===== src/rtl/spi_slave_trx_char_pkg.sv =====
// Shared definitions for the SPI target character transceiver: FSM states,
// SPI mode codes {CPOL,CPHA} and the character-length / bit-order helpers
// that the master side of the link uses as well.
package spi_slave_trx_char_pkg;

  // Frame sequencer states
  typedef enum logic {
    ST_IDLE  = 1'b0,
    ST_SHIFT = 1'b1
  } state_t;

  // SPI mode codes, packed as {CPOL, CPHA}
  typedef enum logic [1:0] {
    MODE0 = 2'b00,
    MODE1 = 2'b01,
    MODE2 = 2'b10,
    MODE3 = 2'b11
  } spi_mode_t;

  // Bit counters must hold 0..32
  localparam int CNT_W = 6;

  // Character length decode: 0 means 32 bits, otherwise len+1 bits
  function automatic logic [CNT_W-1:0] char_bits(input logic [3:0] len);
    logic [CNT_W-1:0] n;
    if (len == 4'd0) n = CNT_W'(32);
    else             n = {2'b00, len} + CNT_W'(1);
    return n;
  endfunction

  // Position in the character of serial bit number cnt (LSB-first or MSB-first)
  function automatic logic [CNT_W-1:0] bit_index(input logic             rev,
                                                 input logic [CNT_W-1:0] nbits,
                                                 input logic [CNT_W-1:0] cnt);
    logic [CNT_W-1:0] idx;
    if (rev) idx = nbits - cnt - CNT_W'(1);
    else     idx = cnt;
    return idx;
  endfunction

endpackage


===== src/rtl/spi_slave_trx_char_pin_sync.sv =====
// Pin synchronizer: STAGES flops into the system clock plus one delay flop for edge detection.
// Latency: pin change visible on level after STAGES cycles; rise/fall strobe in that same cycle.
// Backpressure: none; strobes are single-cycle and must be consumed when raised.
module spi_slave_trx_char_pin_sync #(
  parameter int   STAGES  = 2,
  parameter logic RST_VAL = 1'b0
) (
  input  logic clk,
  input  logic rst_n,
  input  logic pin,
  output logic level,
  output logic rise,
  output logic fall
);

  logic [STAGES-1:0] chain;
  logic              dly;

  // Metastability chain followed by the edge-compare delay flop
  always_ff @(posedge clk or negedge rst_n) begin
    if (!rst_n) begin
      chain <= {STAGES{RST_VAL}};
      dly   <= RST_VAL;
    end else begin
      chain <= {chain[STAGES-2:0], pin};
      dly   <= chain[STAGES-1];
    end
  end

  assign level = chain[STAGES-1];
  assign rise  = chain[STAGES-1] & ~dly;
  assign fall  = ~chain[STAGES-1] & dly;

endmodule


===== src/rtl/spi_slave_trx_char.sv =====
// SPI target character transceiver: one 1..32-bit character per frame, all CPOL/CPHA modes, LSB/MSB first.
// Latency: SCK pin edge -> MISO update ~3 S_SYSCLK; last sample edge -> S_RX_VALID ~3 S_SYSCLK.
// Backpressure: none toward the master; one-deep TX holding reg, underrun sends all ones.
// Optional: define SPI_SLV_TX_UNDERRUN_EN for the sticky S_TX_UDR flag and its S_UDR_CLR clear.
module spi_slave_trx_char
  import spi_slave_trx_char_pkg::*;
#(
  parameter int CHAR_NBITS  = 32,
  parameter int SYNC_STAGES = 2
) (
  input  logic                  S_SYSCLK,
  input  logic                  S_RESETN,
  input  logic                  S_ENABLE,
  input  logic                  S_CPOL,
  input  logic                  S_CPHA,
  input  logic                  S_REV,
  input  logic [3:0]            S_CHAR_LEN,
  input  logic [CHAR_NBITS-1:0] S_WCHAR,
  input  logic                  S_TX_LOAD,
  output logic                  S_TX_READY,
  output logic [CHAR_NBITS-1:0] S_RCHAR,
  output logic                  S_RX_VALID,
  input  logic                  S_SPI_SCK,
  input  logic                  S_SPI_CS_N,
  input  logic                  S_SPI_MOSI,
  output logic                  S_SPI_MISO,
  output logic                  S_SPI_MISO_OE
`ifdef SPI_SLV_TX_UNDERRUN_EN
  ,
  output logic                  S_TX_UDR,
  input  logic                  S_UDR_CLR
`endif
);

  localparam logic [CHAR_NBITS-1:0] ALL_ONES = '1;

  // Synchronized pins and edge strobes
  logic sck_lvl, sck_rise, sck_fall;
  logic cs_lvl, cs_rise, cs_fall;
  logic mosi_lvl, mosi_rise, mosi_fall;
  logic unused_strobes;

  // Sequencer state and frame configuration captured at select
  state_t                state;
  spi_mode_t             cfg_mode;
  logic                  cfg_rev;
  logic [CNT_W-1:0]      cfg_nbits;
  logic [CNT_W-1:0]      bit_cnt;
  logic [CNT_W-1:0]      tx_cnt;
  logic [CHAR_NBITS-1:0] tx_word;
  logic [CHAR_NBITS-1:0] rx_acc;
  logic [CHAR_NBITS-1:0] rchar_q;
  logic                  rx_valid_q;
  logic                  miso_q;
  logic                  miso_oe_q;

  // TX holding register
  logic [CHAR_NBITS-1:0] holding;
  logic                  tx_ready_q;

  // Combinational decode
  logic                  selected;
  logic                  lead_stb, trail_stb, sample_stb, shift_stb;
  logic                  select_now, char_end, xfer, load_acc;
  logic [CHAR_NBITS-1:0] tx_src, sel_shift, tx_shift, rx_next;
  logic [CNT_W-1:0]      sel_nbits, sel_idx, rx_idx, tx_idx;

  spi_slave_trx_char_pin_sync #(.STAGES(SYNC_STAGES), .RST_VAL(1'b0)) u_sync_sck (
    .clk   (S_SYSCLK),
    .rst_n (S_RESETN),
    .pin   (S_SPI_SCK),
    .level (sck_lvl),
    .rise  (sck_rise),
    .fall  (sck_fall)
  );

  spi_slave_trx_char_pin_sync #(.STAGES(SYNC_STAGES), .RST_VAL(1'b1)) u_sync_cs (
    .clk   (S_SYSCLK),
    .rst_n (S_RESETN),
    .pin   (S_SPI_CS_N),
    .level (cs_lvl),
    .rise  (cs_rise),
    .fall  (cs_fall)
  );

  spi_slave_trx_char_pin_sync #(.STAGES(SYNC_STAGES), .RST_VAL(1'b0)) u_sync_mosi (
    .clk   (S_SYSCLK),
    .rst_n (S_RESETN),
    .pin   (S_SPI_MOSI),
    .level (mosi_lvl),
    .rise  (mosi_rise),
    .fall  (mosi_fall)
  );

  // Select is level-based and MOSI is only sampled on SCK strobes, so these go unused
  assign unused_strobes = &{1'b0, sck_lvl, cs_rise, cs_fall, mosi_rise, mosi_fall};

  // Edge classification, transfer events and bit addressing
  always_comb begin
    selected   = S_ENABLE & ~cs_lvl;
    lead_stb   = cfg_mode[1] ? sck_fall : sck_rise;
    trail_stb  = cfg_mode[1] ? sck_rise : sck_fall;
    sample_stb = cfg_mode[0] ? trail_stb : lead_stb;
    shift_stb  = cfg_mode[0] ? lead_stb : trail_stb;
    select_now = (state == ST_IDLE) && selected;
    char_end   = (state == ST_SHIFT) && selected && sample_stb &&
                 (bit_cnt == cfg_nbits - CNT_W'(1));
    xfer       = select_now | char_end;
    load_acc   = S_TX_LOAD & tx_ready_q;
    // Empty holding register feeds all ones to the shifter
    tx_src     = tx_ready_q ? ALL_ONES : holding;
    sel_nbits  = char_bits(S_CHAR_LEN);
    sel_idx    = bit_index(S_REV, sel_nbits, '0);
    sel_shift  = tx_src >> sel_idx;
    rx_idx     = bit_index(cfg_rev, cfg_nbits, bit_cnt);
    rx_next    = rx_acc | (CHAR_NBITS'(mosi_lvl) << rx_idx);
    tx_idx     = bit_index(cfg_rev, cfg_nbits, tx_cnt);
    tx_shift   = tx_word >> tx_idx;
  end

  // Frame sequencer: select/abort, bit counting, MISO drive and character assembly
  always_ff @(posedge S_SYSCLK or negedge S_RESETN) begin
    if (!S_RESETN) begin
      state      <= ST_IDLE;
      cfg_mode   <= MODE0;
      cfg_rev    <= 1'b0;
      cfg_nbits  <= CNT_W'(32);
      bit_cnt    <= '0;
      tx_cnt     <= '0;
      tx_word    <= ALL_ONES;
      rx_acc     <= '0;
      rchar_q    <= '0;
      rx_valid_q <= 1'b0;
      miso_q     <= 1'b1;
      miso_oe_q  <= 1'b0;
    end else begin
      rx_valid_q <= 1'b0;
      case (state)
        ST_IDLE: begin
          miso_q    <= 1'b1;
          miso_oe_q <= 1'b0;
          if (selected) begin
            state     <= ST_SHIFT;
            cfg_mode  <= spi_mode_t'({S_CPOL, S_CPHA});
            cfg_rev   <= S_REV;
            cfg_nbits <= sel_nbits;
            tx_word   <= tx_src;
            bit_cnt   <= '0;
            rx_acc    <= '0;
            miso_oe_q <= 1'b1;
            // CPHA=0 masters sample on the first edge, so bit 0 must be out already
            if (S_CPHA) begin
              miso_q <= 1'b1;
              tx_cnt <= '0;
            end else begin
              miso_q <= sel_shift[0];
              tx_cnt <= CNT_W'(1);
            end
          end
        end
        ST_SHIFT: begin
          if (!selected) begin
            // Deselect mid-character drops the partial character silently
            state     <= ST_IDLE;
            miso_q    <= 1'b1;
            miso_oe_q <= 1'b0;
          end else if (sample_stb) begin
            if (char_end) begin
              rchar_q    <= rx_next;
              rx_valid_q <= 1'b1;
              bit_cnt    <= '0;
              rx_acc     <= '0;
              // Reload so the next character can follow without a gap
              tx_word    <= tx_src;
              tx_cnt     <= '0;
            end else begin
              rx_acc  <= rx_next;
              bit_cnt <= bit_cnt + CNT_W'(1);
            end
          end else if (shift_stb) begin
            miso_q <= (tx_cnt < cfg_nbits) ? tx_shift[0] : 1'b1;
            tx_cnt <= tx_cnt + CNT_W'(1);
          end
        end
        default: state <= ST_IDLE;
      endcase
    end
  end

  // Holding register: a front-end write lands after any same-cycle transfer
  always_ff @(posedge S_SYSCLK or negedge S_RESETN) begin
    if (!S_RESETN) begin
      holding    <= ALL_ONES;
      tx_ready_q <= 1'b1;
    end else if (load_acc) begin
      holding    <= S_WCHAR;
      tx_ready_q <= 1'b0;
    end else if (xfer) begin
      holding    <= ALL_ONES;
      tx_ready_q <= 1'b1;
    end
  end

`ifdef SPI_SLV_TX_UNDERRUN_EN
  logic udr_q;

  // Sticky underrun: a character loaded from an empty holding register; set beats clear
  always_ff @(posedge S_SYSCLK or negedge S_RESETN) begin
    if (!S_RESETN)              udr_q <= 1'b0;
    else if (xfer & tx_ready_q) udr_q <= 1'b1;
    else if (S_UDR_CLR)         udr_q <= 1'b0;
  end

  assign S_TX_UDR = udr_q;
`endif

  assign S_TX_READY    = tx_ready_q;
  assign S_RCHAR       = rchar_q;
  assign S_RX_VALID    = rx_valid_q;
  assign S_SPI_MISO    = miso_q;
  assign S_SPI_MISO_OE = miso_oe_q;

endmodule


===== config.mk =====
export PLATFORM = sky130hd
export DESIGN_NAME = spi_slave_trx_char
export DESIGN_NICKNAME = d
export VERILOG_FILES = /design/src/rtl/spi_slave_trx_char_pkg.sv /design/src/rtl/spi_slave_trx_char_pin_sync.sv /design/src/rtl/spi_slave_trx_char.sv
export SDC_FILE = /design/constraint.sdc
export NUM_CORES = 1
export LEC_CHECK = 0
export BUFFER_PORTS_ARGS = -buffer_cell sky130_fd_sc_hd__buf_4
export CAP_MARGIN = 20
export CORE_UTILIZATION = 60
export DETAILED_ROUTE_END_ITERATION = 10
export PLACE_DENSITY = 0.81
export RECOVER_POWER = 25
export SYNTH_ARGS = -nofsm -noshare
export SYNTH_HDL_FRONTEND = slang
export SYNTH_HIERARCHICAL = 1
export SYNTH_SLANG_ARGS = --single-unit

===== constraint.sdc =====
create_clock -name S_SYSCLK -period 5.5 [get_ports S_SYSCLK]
set_input_delay 0 -clock S_SYSCLK [delete_from_list [all_inputs] [get_ports S_SYSCLK]]
set_output_delay 0 -clock S_SYSCLK [all_outputs]
set_load 0.02 [all_outputs]

==> qor.yml <==
cts_root_buf: "clkbuf_16"
fmax_mhz: 321
finalHoldViolCount: 0
grt_pass1_wl_um: 32700
syn_area_per_cell_sq_um: 9.33
htreeDepth: 4
clock_sinks: 161
holdPathStages: 3
vias_per_cell: 5.81
rr_worst_depth: 9
hp-class: "in2reg"
max-slew-margin-rel: 0.275
startpoint_type: "register"
rsz0062_at_grt: "no"
instances_no_fill: 1171
syn_area_sq_mm: 0.00827
fin_setup_tns_ns: 0
grt_max_degree: 96
critical_path_arrival_ns: 3.49
clk_pin_slew_ns: 0.06
hold_end: "cfg_nbits[4]"
max_stage_delay_ns: 0.68
routedWlPerCell_um: 16.8
grt_overflow_total: 0
crit_top_cell: "buf_4"
final.setup_skew_ns: 0.00975
cts_hold_buf: 41
drive_above_1_share: 0.215
wirelength_um: 19700
core_area_sq_mm: 0.0133
clockBufferDepth: 2
vias: 6798
min_period_ns: 3.12
final_area_sq_mm: 0.00992
r2r-start: "cfg_nbits[1]"
min-delay-start: "S_CHAR_LEN[2]"
finish.net_count: 1052
maxSlewViolCount: 0
antenna_found_initial: 0
dr.pass1.iters: 5
synth_nets: 956
critPathRequiredTime_ns: 5.87
grt_util_all_layers: 0.294
timing.rr.end: "rx_acc[27]"
final_cell_mix: "125 x nand2_1, 116 x nor2_1, 103 x a21oi_1, 92 x dfrtp_1, 81 x buf_4"
start_util: 0.619
antenna_cells: 0
worstPathCellList: "inv_1 > ha_1 > xnor2_1 > nor3_1 > and4_1 > buf_4 > nor2_4 > buf_4 > a22o_1"
power-per-cell-area_mw_per_mm2: 372
die_area_sq_mm: 0.0143
finalSetupViolations: 0
die_width_um: 119
place_area_sq_mm: 0.00889
post_cts_resized: 0
ios: 82
synthToLayoutAreaGrowth_pct: 20.0
status: "finished clean"
post-cts-setup-buffers: 0
clk_latency_ns: 0.43
grt_pass1_vias: 6607
place.gp.congestion: 0.839
drc: 0
layout_commonest_cell: "nand2_1"
crit_type: "reg2reg"
r2r_setup_slack_ns: 2.38
place_inst: 1096
tightest_slew_ns: 1.09
ir_worst_vdd_uv: 284
ys_warn_count: 6
drt_iter0_markers: 564
synth_cells: 886
chipHeight_um: 119
p_leak_nw: 4.48
hold_ws_ns: 0.0765
critPathSlowestCell: "nor2_4"
cts_tree: "built"
drtAntennaViolNets: 0
port_buffers: 81
hpwl_um: 12900
maxCapViolCount: 0
power_mw: 3.69
crit_fanout: 35
finalCritPeriodShare: 0.567
numCtsBuffers: 17
end_kind: "register"
row_count: 42
==> registers in the layout, indices dropped and copies added, names as in the netlist <==
register,count
cfg_nbits,6
cfg_mode,2
S_SPI_MISO_OE,1
tx_word,32
bit_cnt,6
u_sync_sck/dly,1
holding,32
rx_acc,32
tx_cnt,6
S_SPI_MISO,1
S_TX_READY,1
S_RCHAR,32
u_sync_cs/chain,2
u_sync_mosi/chain,2
S_RX_VALID,1
cfg_rev,1
state,1
u_sync_sck/chain,2
==> worst max-delay path by stage <==
stage	start	cells past startpoint	to	slack, ns
3_3_place_gp	cfg_mode[1]	8	rx_acc[28]	2.45
2_1_floorplan	bit_cnt[1]	11	S_RCHAR[14]	2.95
6_report	cfg_nbits[1]	9	rx_acc[27]	2.38
4_1_cts	cfg_nbits[1]	9	rx_acc[21]	2.37
3_5_place_dp	cfg_nbits[1]	9	rx_acc[27]	2.42
5_1_grt	cfg_mode[1]	8	rx_acc[31]	2.15
==> per-layer routing <==
metal | share of wire | global-route usage | wire (um) | up-vias
met2 | 0.50 | 0.491 | 9880 | 214
met3 | 0.047 | 0.0570 | 927 | 31
met1 | 0.43 | 0.384 | 8510 | 3289
met5 | 0 | 0 | 0 | -
met4 | 0.018 | 0.0984 | 350 | 0
li1 | - | - | - | 3264
==> layout make-up <==
class                           count  area (sq um)
Sequential cell                   161          4120
Fill cell                         988          3430
Clock inverter                     11           129
Inverter                           29           109
Clock buffer                       21           460
Multi-Input combinational cell    645          3800
Tap cell                          176           220
Timing Repair Buffer              128          1080
==> through the flow <==
step	setup WS [ns]	utilization
after floorplan	2.95	-
after global placement	2.45	0.666
after detailed placement	2.42	0.666
after CTS	2.37	0.741
after global routing	2.15	0.743
final	2.38	0.743
==> report_power, final <==
part           internal [mW]  leakage [nW]  switching [mW]
Combinational          0.367          2.22           0.502
Clock                  0.696         0.284           0.488
Sequential              1.46          1.98           0.177
==> critical path, delay by kind of cell (launching register included) <==
family / cells / cell delay (ns)
buffers and inverters: 3 / 0.87
xor gates and xnor gates: 1 / 0.21
adders and majority gates: 1 / 0.32
AOI/OAI and AO/OA: 1 / 0.21
DFF: 1 / 0.45
and+or+nand+nor: 3 / 0.97
No activity file was read; power rests on OpenSTA's default activity.
